### config.mk
export PLATFORM = sky130hd
export DESIGN_NAME = riscv_mem_arbiter
export DESIGN_NICKNAME = d
export VERILOG_FILES = /design/src/rtl/riscv_mem_pkg.sv /design/src/rtl/riscv_arb_pick.sv /design/src/rtl/riscv_mem_arbiter.sv
export SDC_FILE = /design/constraint.sdc
export NUM_CORES = 1
export LEC_CHECK = 0
export CAP_MARGIN = 0
export CORE_AREA = 2 2 107 109
export DETAILED_ROUTE_END_ITERATION = 8
export DIE_AREA = 0 0 109 111
export MAX_ROUTING_LAYER = met4
export PLACE_DENSITY = 0.66
export SLEW_MARGIN = 10
export SYNTH_ARGS = -nofsm -noshare
export SYNTH_HDL_FRONTEND = slang
export SYNTH_SLANG_ARGS = --single-unit
### constraint.sdc
create_clock -name clk -period 4.7 [get_ports clk]
set_input_delay 0.47 -clock clk [delete_from_list [all_inputs] [get_ports clk]]
set_output_delay 0.47 -clock clk [all_outputs]
set_load 0.02 [all_outputs]
### src/rtl/riscv_mem_pkg.sv
// Shared types for the fetch/data memory arbiter: read-owner FSM states, owner ids, constants.
// Arbitration mode is selected by ARB_ROUND_ROBIN_EN (see riscv_mem_arbiter).
package riscv_mem_pkg;

    localparam logic [3:0] BE_WORD  = 4'hF;
    localparam int         STARVE_W = 4;

    typedef enum logic [1:0] {
        IDLE  = 2'd0,
        RD_IF = 2'd1,
        RD_D  = 2'd2
    } rd_state_t;

    // OWN_D is the reset value of the round-robin pointer, so fetch wins first contention.
    typedef enum logic {
        OWN_D  = 1'b0,
        OWN_IF = 1'b1
    } owner_t;

endpackage

### src/rtl/riscv_arb_pick.sv
// Combinational two-way grant: fixed data priority with starvation override, or round-robin
// when ARB_ROUND_ROBIN_EN is defined. Zero latency; a sole requester is always granted.
module riscv_arb_pick
    import riscv_mem_pkg::*;
#(
    parameter int STARVE_MAX = 4
) (
    input  logic                i_if_req,
    input  logic                i_d_req,
`ifdef ARB_ROUND_ROBIN_EN
    input  logic                i_rr_last,
`else
    input  logic [STARVE_W-1:0] i_starve_cnt,
`endif
    output logic                o_if_gnt,
    output logic                o_d_gnt
);

`ifndef ARB_ROUND_ROBIN_EN
    localparam logic [STARVE_W-1:0] STARVE_LIM = STARVE_W'(STARVE_MAX);
`endif

    logic w_fav_if;

    always_comb begin
`ifdef ARB_ROUND_ROBIN_EN
        w_fav_if = (i_rr_last == OWN_D);
`else
        w_fav_if = (i_starve_cnt == STARVE_LIM);
`endif
        o_if_gnt = 1'b0;
        o_d_gnt  = 1'b0;
        if (i_if_req && i_d_req) begin
            o_if_gnt = w_fav_if;
            o_d_gnt  = !w_fav_if;
        end else begin
            o_if_gnt = i_if_req;
            o_d_gnt  = i_d_req;
        end
    end

endmodule

### src/rtl/riscv_mem_arbiter.sv
// Shares one single-cycle memory port between fetch and data; grant is same-cycle, read data
// returns one cycle later. ARB_ROUND_ROBIN_EN selects round-robin instead of priority+starvation.
module riscv_mem_arbiter
    import riscv_mem_pkg::*;
#(
    parameter int AW         = 32,
    parameter int DW         = 32,
    parameter int STARVE_MAX = 4
) (
    input  logic          clk,
    input  logic          rst,
    input  logic          if_req,
    input  logic [AW-1:0] if_addr,
    output logic          if_gnt,
    output logic          if_rvalid,
    output logic [DW-1:0] if_rdata,
    input  logic          d_req,
    input  logic          d_we,
    input  logic [3:0]    d_be,
    input  logic [AW-1:0] d_addr,
    input  logic [DW-1:0] d_wdata,
    output logic          d_gnt,
    output logic          d_rvalid,
    output logic [DW-1:0] d_rdata,
    output logic          mem_rd_req,
    output logic          mem_wr_req,
    output logic [3:0]    mem_be,
    output logic [AW-1:0] mem_addr,
    output logic [DW-1:0] mem_wdata,
    input  logic [DW-1:0] mem_rd_data,
    output logic          if_stall,
    output logic          d_stall
);

    logic      w_if_req, w_d_req, w_if_gnt, w_d_gnt;
    rd_state_t r_state, w_state_nxt;

    // Requests are masked during reset so every output, including stalls, reads as 0.
    assign w_if_req = if_req & ~rst;
    assign w_d_req  = d_req & ~rst;

`ifdef ARB_ROUND_ROBIN_EN
    logic r_rr_last;

    always_ff @(posedge clk or posedge rst) begin
        if (rst)           r_rr_last <= OWN_D;
        else if (w_if_gnt) r_rr_last <= OWN_IF;
        else if (w_d_gnt)  r_rr_last <= OWN_D;
    end

    riscv_arb_pick #(.STARVE_MAX(STARVE_MAX)) u_pick (
        .i_if_req  (w_if_req),
        .i_d_req   (w_d_req),
        .i_rr_last (r_rr_last),
        .o_if_gnt  (w_if_gnt),
        .o_d_gnt   (w_d_gnt)
    );
`else
    localparam logic [STARVE_W-1:0] STARVE_LIM = STARVE_W'(STARVE_MAX);
    logic [STARVE_W-1:0] r_starve_cnt;

    always_ff @(posedge clk or posedge rst) begin
        if (rst)                                      r_starve_cnt <= '0;
        else if (w_if_gnt)                            r_starve_cnt <= '0;
        else if (w_if_req && r_starve_cnt != STARVE_LIM) r_starve_cnt <= r_starve_cnt + 1'b1;
    end

    riscv_arb_pick #(.STARVE_MAX(STARVE_MAX)) u_pick (
        .i_if_req     (w_if_req),
        .i_d_req      (w_d_req),
        .i_starve_cnt (r_starve_cnt),
        .o_if_gnt     (w_if_gnt),
        .o_d_gnt      (w_d_gnt)
    );
`endif

    assign if_gnt   = w_if_gnt;
    assign d_gnt    = w_d_gnt;
    assign if_stall = w_if_req & ~w_if_gnt;
    assign d_stall  = w_d_req & ~w_d_gnt;

    always_comb begin
        mem_rd_req = 1'b0;
        mem_wr_req = 1'b0;
        mem_be     = '0;
        mem_addr   = '0;
        mem_wdata  = '0;
        if (w_if_gnt) begin
            mem_rd_req = 1'b1;
            mem_be     = BE_WORD;
            mem_addr   = if_addr;
        end else if (w_d_gnt) begin
            mem_rd_req = ~d_we;
            mem_wr_req = d_we;
            mem_be     = d_be;
            mem_addr   = d_addr;
            mem_wdata  = d_wdata;
        end
    end

    always_ff @(posedge clk or posedge rst) begin
        if (rst) r_state <= IDLE;
        else     r_state <= w_state_nxt;
    end

    // A new grant in RD_IF/RD_D simply overwrites the owner: reads are fully pipelined.
    always_comb begin
        w_state_nxt = IDLE;
        if_rvalid   = 1'b0;
        d_rvalid    = 1'b0;
        if_rdata    = '0;
        d_rdata     = '0;
        if (w_if_gnt)              w_state_nxt = RD_IF;
        else if (w_d_gnt && !d_we) w_state_nxt = RD_D;
        if (r_state == RD_IF) begin
            if_rvalid = 1'b1;
            if_rdata  = mem_rd_data;
        end
        if (r_state == RD_D) begin
            d_rvalid = 1'b1;
            d_rdata  = mem_rd_data;
        end
    end

endmodule
Word-level counts from Yosys, hierarchy flattened. Index checks and enable logic that the tools add are counted.

Bits in registers: 6. Latch bits: 0. Memory bits (writable): 0. Bits in read-only memories: 0. Input port bits: 137. Output and inout bits: 140. Memories: 0.

Add/subtract/negate cells: 1. Multipliers: 0. Div/mod/pow operators: 0. Order comparisons: 0. Equal/unequal tests: 4. Shifts and indexed selects: 0. Mux-type cells: 20. Bitwise gates (word level): 8. Reductions and logical operators: 6.

Operator list (count): $mux W32 (6); $mux W4 (4); $mux W1 (8); $add A4 B1 Y4 const B (1); $and A1 B1 Y1 (4); $eq A4 B3 Y1 const B (1); $mux W2 (2); $ne A4 B3 Y1 const B (1); $not A1 Y1 (4); $logic_and A1 B1 Y1 (3); $eq A2 B1 Y1 const B (1); $eq A2 B2 Y1 const B (1); $logic_not A1 Y1 (2); $reduce_bool A2 Y1 (1).

Logic depth before layout (Yosys ltp).
Word-level depth: 7. Mapped depth: 7. Mapped depth without buffers: 5.

Cells and area by module. From an unflattened synthesis, not the netlist that was laid out.

Cell total of the unflattened synthesis: 192. Area, all modules: 1410.1 um2.

By module, submodules not included: riscv_mem_arbiter (times used 1, cells an instance 188, area an instance 1370.1 um2); riscv_arb_pick (times used 1, cells an instance 4, area an instance 40.0 um2).

Worst setup path before layout. No wires, ideal clock.

Path type: register -> output. Start: register r_starve_cnt[0]. End: output d_stall. Data arrival time: 1526 ps. Data required time: 4230 ps. Setup slack: 2704 ps. Stages on the path, launching flop included: 6. Buffers on the path: 1. Path through: dfrtp_1 -> inv_1 -> ha_1 -> nand4b_4 -> clkbuf_1 -> nor3b_1.

Cells in the longest elaborated chain, start to end: 5.

RTL lines: from (decl) (line riscv_mem_arbiter.sv:60) `logic [STARVE_W-1:0] r_starve_cnt;`; from (signal assigned) (line riscv_mem_arbiter.sv:65) `else if (w_if_req && r_starve_cnt != STARVE_LIM) r_starve_cnt <= r_starve_cnt + 1'b1;`; $eq A4 B3 Y1 (line riscv_arb_pick.sv:29) `w_fav_if = (i_starve_cnt == STARVE_LIM);`; $logic_not A1 Y1 (line riscv_arb_pick.sv:35) `o_d_gnt = !w_fav_if;`; $mux W1 (line riscv_arb_pick.sv:33) `if (i_if_req && i_d_req) begin`; $not A1 Y1 (line riscv_mem_arbiter.sv:80) `assign d_stall = w_d_req & ~w_d_gnt;`; $and A1 B1 Y1 (line riscv_mem_arbiter.sv:80); to (decl) (line riscv_mem_arbiter.sv:32) `output logic d_stall`.

No other way between the ends.

Final worst setup path.
Start: input rst. End: output mem_addr[22].

Cells in the longest elaborated chain, start to end: 6. Elaborated cells on any way between the ends: 8. Classes of those cells: mux: 4; bitwise: 3; reduce/logical: 1.

RTL lines: from (decl) (line riscv_mem_arbiter.sv:11) `input logic rst,`; $not A1 Y1 * (line riscv_mem_arbiter.sv:39, riscv_mem_arbiter.sv:40); $and A1 B1 Y1, on equally long branches (line riscv_mem_arbiter.sv:39, riscv_mem_arbiter.sv:40); $logic_and A1 B1 Y1 (line riscv_arb_pick.sv:33); $mux W1 (line riscv_arb_pick.sv:33); $mux W32 (line riscv_mem_arbiter.sv:92) `end else if (w_d_gnt) begin`; $mux W32 * (line riscv_mem_arbiter.sv:88) `if (w_if_gnt) begin`; to (decl) (line riscv_mem_arbiter.sv:28) `output logic [AW-1:0] mem_addr,`.

Mark *: on every way between the ends. The rest lies on a longest branch, timed or not.

==> impl_metrics.csv <==
group,metric,value,unit
min_path,min-delay-start,"r_starve_cnt[3]",
cts,cts.reportedPaths.clkPinSlew,0.03,ns
cts,worst_skew_pair.late_latency,0.22,ns
power,power.share.sequential,10.9,%
grt,gr-usage-all-layers,15.2,%
cts,post_cts_hold_buffer_count,0,
critical_path,critPathArrivalTime,3.04,ns
floorplan,floorplan.die.width,109,um
grt,via_count_of_the_first_global_routing_pass,2421,
layout,design.final.nets,589,
floorplan,floorplan.die_area,12100,sq um
grt,grt_start_max_net_pins,40,
placed_design,finalWeightedCongestion,0.891,
power,internal_power,397,uW
sta,period_share,74.6,%
critical_path,worstSetupEndpointType,"output pin",
cts,clockBufferDepth,2,
route,top_layer,"met4",
sta,max_slew_margin,26.9,%
min_path,hold_path_class,"reg -> reg",
sta,finish_stage_setup_viols,0,
min_path,min_delay_path_depth,1,
cts,clock_tree.root_cell,"clkbuf_16",
route,drtPass1Iterations,4,
route,postRouteWirelength,9.60,mm
power,power_frac_comb,66.5,%
floorplan,floorplan.core_area,11100,sq um
grt,initial_antenna_violation_count,0,
critical_path,timing_worst_setup_path_type,"in -> out",
route,met1_length,3.80,mm
route,antenna_left,0,
floorplan,starting_utilization_of_the_core_area,12.6,%
floorplan,io_pins,277,
critical_path,timing.critical_path.from_type,"input pin",
grt,grt.overflow.total,0,
placed_design,detailedPlacementHpwl,8.28,mm
layout,nFillCells,1132,
critical_path,ff2ff_setup_slack,2.52,ns
synthesis,netlist_area_before_placement,1390,sq um
cts,post_cts_repair_resize_count,0,
cts,post_cts.repair.setup_buffers,0,
placed_design,numPortBuffers,276,
synthesis,synth.net_count,324,
critical_path,worst-path-max-fanout,39,
grt,global_route_wire_length_before_repair,14.0,mm
layout,layout-area-overhead-vs-synth,211,%
route,drt_drc_violations_left,0,
cts,cts_htree_levels,1,
synthesis,ys_seq_area_share,10.8,%
route,first_iter_violations,143,
sta,worst_clock_skew,0.00184,ns
sta,setup_tns,0,ns
min_path,worst_hold_path_endpoint,"r_starve_cnt[3]",
critical_path,timing.rr.start,"r_starve_cnt[0]",
power,power_density,138,nW/um^2
sta,number_of_hold_violations_in_the_final_report,0,
layout,diodes,0,
synthesis,synthCells,185,
cts,clock_sink_count,6,
sta,achievable-frequency,285,MHz
power,cellLeakagePower,1.80,nW
cts,tritoncts,"done",
power,clkPwrFrac,22.6,%
power,netSwitchingFraction,33.7,%
synthesis,average_size_of_a_mapped_cell,7.52,sq um
floorplan,die_y,111,um
route,drt-wirelength-per-cell,16.2,um
critical_path,regToRegEndpoint,"r_starve_cnt[2]",
route,met2_wirelength,4.76,mm
sta,period_needed,3.51,ns
power,vdd_drop_max,0.0947,mV
layout,post-route-util,39.1,%
critical_path,worst_r2r_path_depth,6,
synthesis,ys_warn_count,0,
critical_path,critical_path_required,4.23,ns
outcome,status,"finished clean",
sta,report.final.slew_viol_count,0,
route,routed_vias,2443,
sta,unrepaired_setup_endpoints_after_global_routing,"false",
layout,ratio_of_cells_with_drive_above_1_in_the_final_layout,2.46,%
cts,cts_inserted_buffers,3,
route,via_per_inst,4.13,
floorplan,placement_rows,39,
power,power.net_switching,202,uW
synthesis,synth_cell_type_count,25,
route,detailroute.wirelength.met3,1.02,mm
synthesis,flip_flop_and_latch_count_after_synthesis,6,
sta,tightest_slew,1.09,ns
job,maxCapViolations,0,
## cells in the mapped netlist, drive strengths merged
| cell type | instances | share of area [%] |
|---|---|---|
| a21o | 5 | 2.7 |
| a21oi | 1 | 0.63 |
| a22o | 34 | 21 |
| and2 | 65 | 29 |
| and2b | 1 | 0.54 |
| and3 | 34 | 15 |
| and3b | 1 | 0.63 |
| buf | 8 | 5.3 |
| clkbuf | 12 | 3.2 |
| dfrtp | 6 | 11 |
| ha | 2 | 1.8 |
| inv | 3 | 0.81 |
| mux2 | 1 | 0.81 |
| nand2b | 1 | 0.45 |
| nand3 | 1 | 0.36 |
| nand3b | 2 | 1.1 |
| nand4b | 1 | 1.7 |
| nor2 | 2 | 0.54 |
| nor2b | 2 | 0.90 |
| nor3b | 1 | 0.54 |
| or2 | 1 | 0.45 |
| xor2 | 1 | 0.63 |
## registers in the layout, summed over array words and instances, names as in the netlist
name	cells
r_starve_cnt	4
r_state	2
## power by group through the flow
stage,registers (mW),logic [mW],clock network (mW)
floorplan,0.0637,0.163,0
global placement,0.0653,0.396,0
detailed placement,0.0656,0.399,0
CTS,0.0652,0.401,0.137
global route,0.0661,0.420,0.140
finish,0.0654,0.398,0.135
## layout by cell type (no fill, tap or decap), types with 2 or more instances in the layout
master,synthesis,routed
a21o_1,5,5
a22o_1,34,34
and2_1,64,64
and3_1,34,34
buf_4,1,4
clkbuf_16,0,3
clkdlybuf4s50_1,0,276
dfrtp_1,6,6
ha_1,2,2
inv_1,3,3
nand3b_1,2,2
nor2_1,2,2
nor2b_1,2,2
## per-layer routing
| metal | GRT usage [%] | vias to the layer above |
|---|---|---|
| li1 | - | 1180 |
| met1 | 17.6 | 1100 |
| met2 | 27.5 | 161 |
| met3 | 3.35 | 2 |
| met4 | 1.28 | 0 |
| met5 | - | - |
## worst max-delay path by stage
stage | from | end | slack [ns] | depth (start not counted)
global placement | rst | mem_addr[29] | 1.25 | 5
detailed placement | rst | mem_addr[31] | 1.19 | 5
CTS | rst | mem_addr[30] | 1.18 | 5
global route | rst | mem_addr[30] | 1.07 | 5
floorplan | r_starve_cnt[0] | d_stall | 2.70 | 5
finish | rst | mem_addr[22] | 1.19 | 5
## critical path: stages
cell and delay [ns]:
clkdlybuf4s50_1 0.50, nand2b_1 0.27, a21oi_4 0.85, a22o_1 0.29, clkdlybuf4s50_1 0.63
## area by class of cell
| cell class | instances | area [sq um] | share of cell area [%] |
|---|---|---|---|
| Clock buffer | 3 | 75.1 | 1.74 |
| Multi-Input combinational cell | 156 | 1120 | 25.9 |
| Inverter | 3 | 11.3 | 0.260 |
| Tap cell | 143 | 179 | 4.14 |
| Timing Repair Buffer | 280 | 2790 | 64.5 |
| Sequential cell | 6 | 150 | 3.47 |
## per-stage QoR
stage                     hold WS (ns)  instances  setup WS, ns  instance area [sq um]  power (mW)
after CTS                        0.552        591          1.18                   4330       0.603
after detailed placement         0.549        588          1.19                   4250       0.465
after global placement           0.529        588          1.25                   4250       0.461
final                            0.549        591          1.19                   4330       0.599
after floorplan                  0.261        185          2.70                   1390       0.227
after global routing             0.596        591          1.07                   4330       0.627
## cell families (layout without fill, tap and decap cells)
family / count (synthesis) / in the layout / synth area share, %
AOI/OAI and AO/OA: 40 / 40 / 24.7
and+or+nand+nor: 112 / 112 / 51.9
adders and majority gates: 2 / 2 / 1.80
xor gates and xnor gates: 1 / 1 / 0.630
muxes: 1 / 1 / 0.809
buffers and inverters: 23 / 286 / 9.35
DFF: 6 / 6 / 10.8
Power figures use the tool's default switching activity.
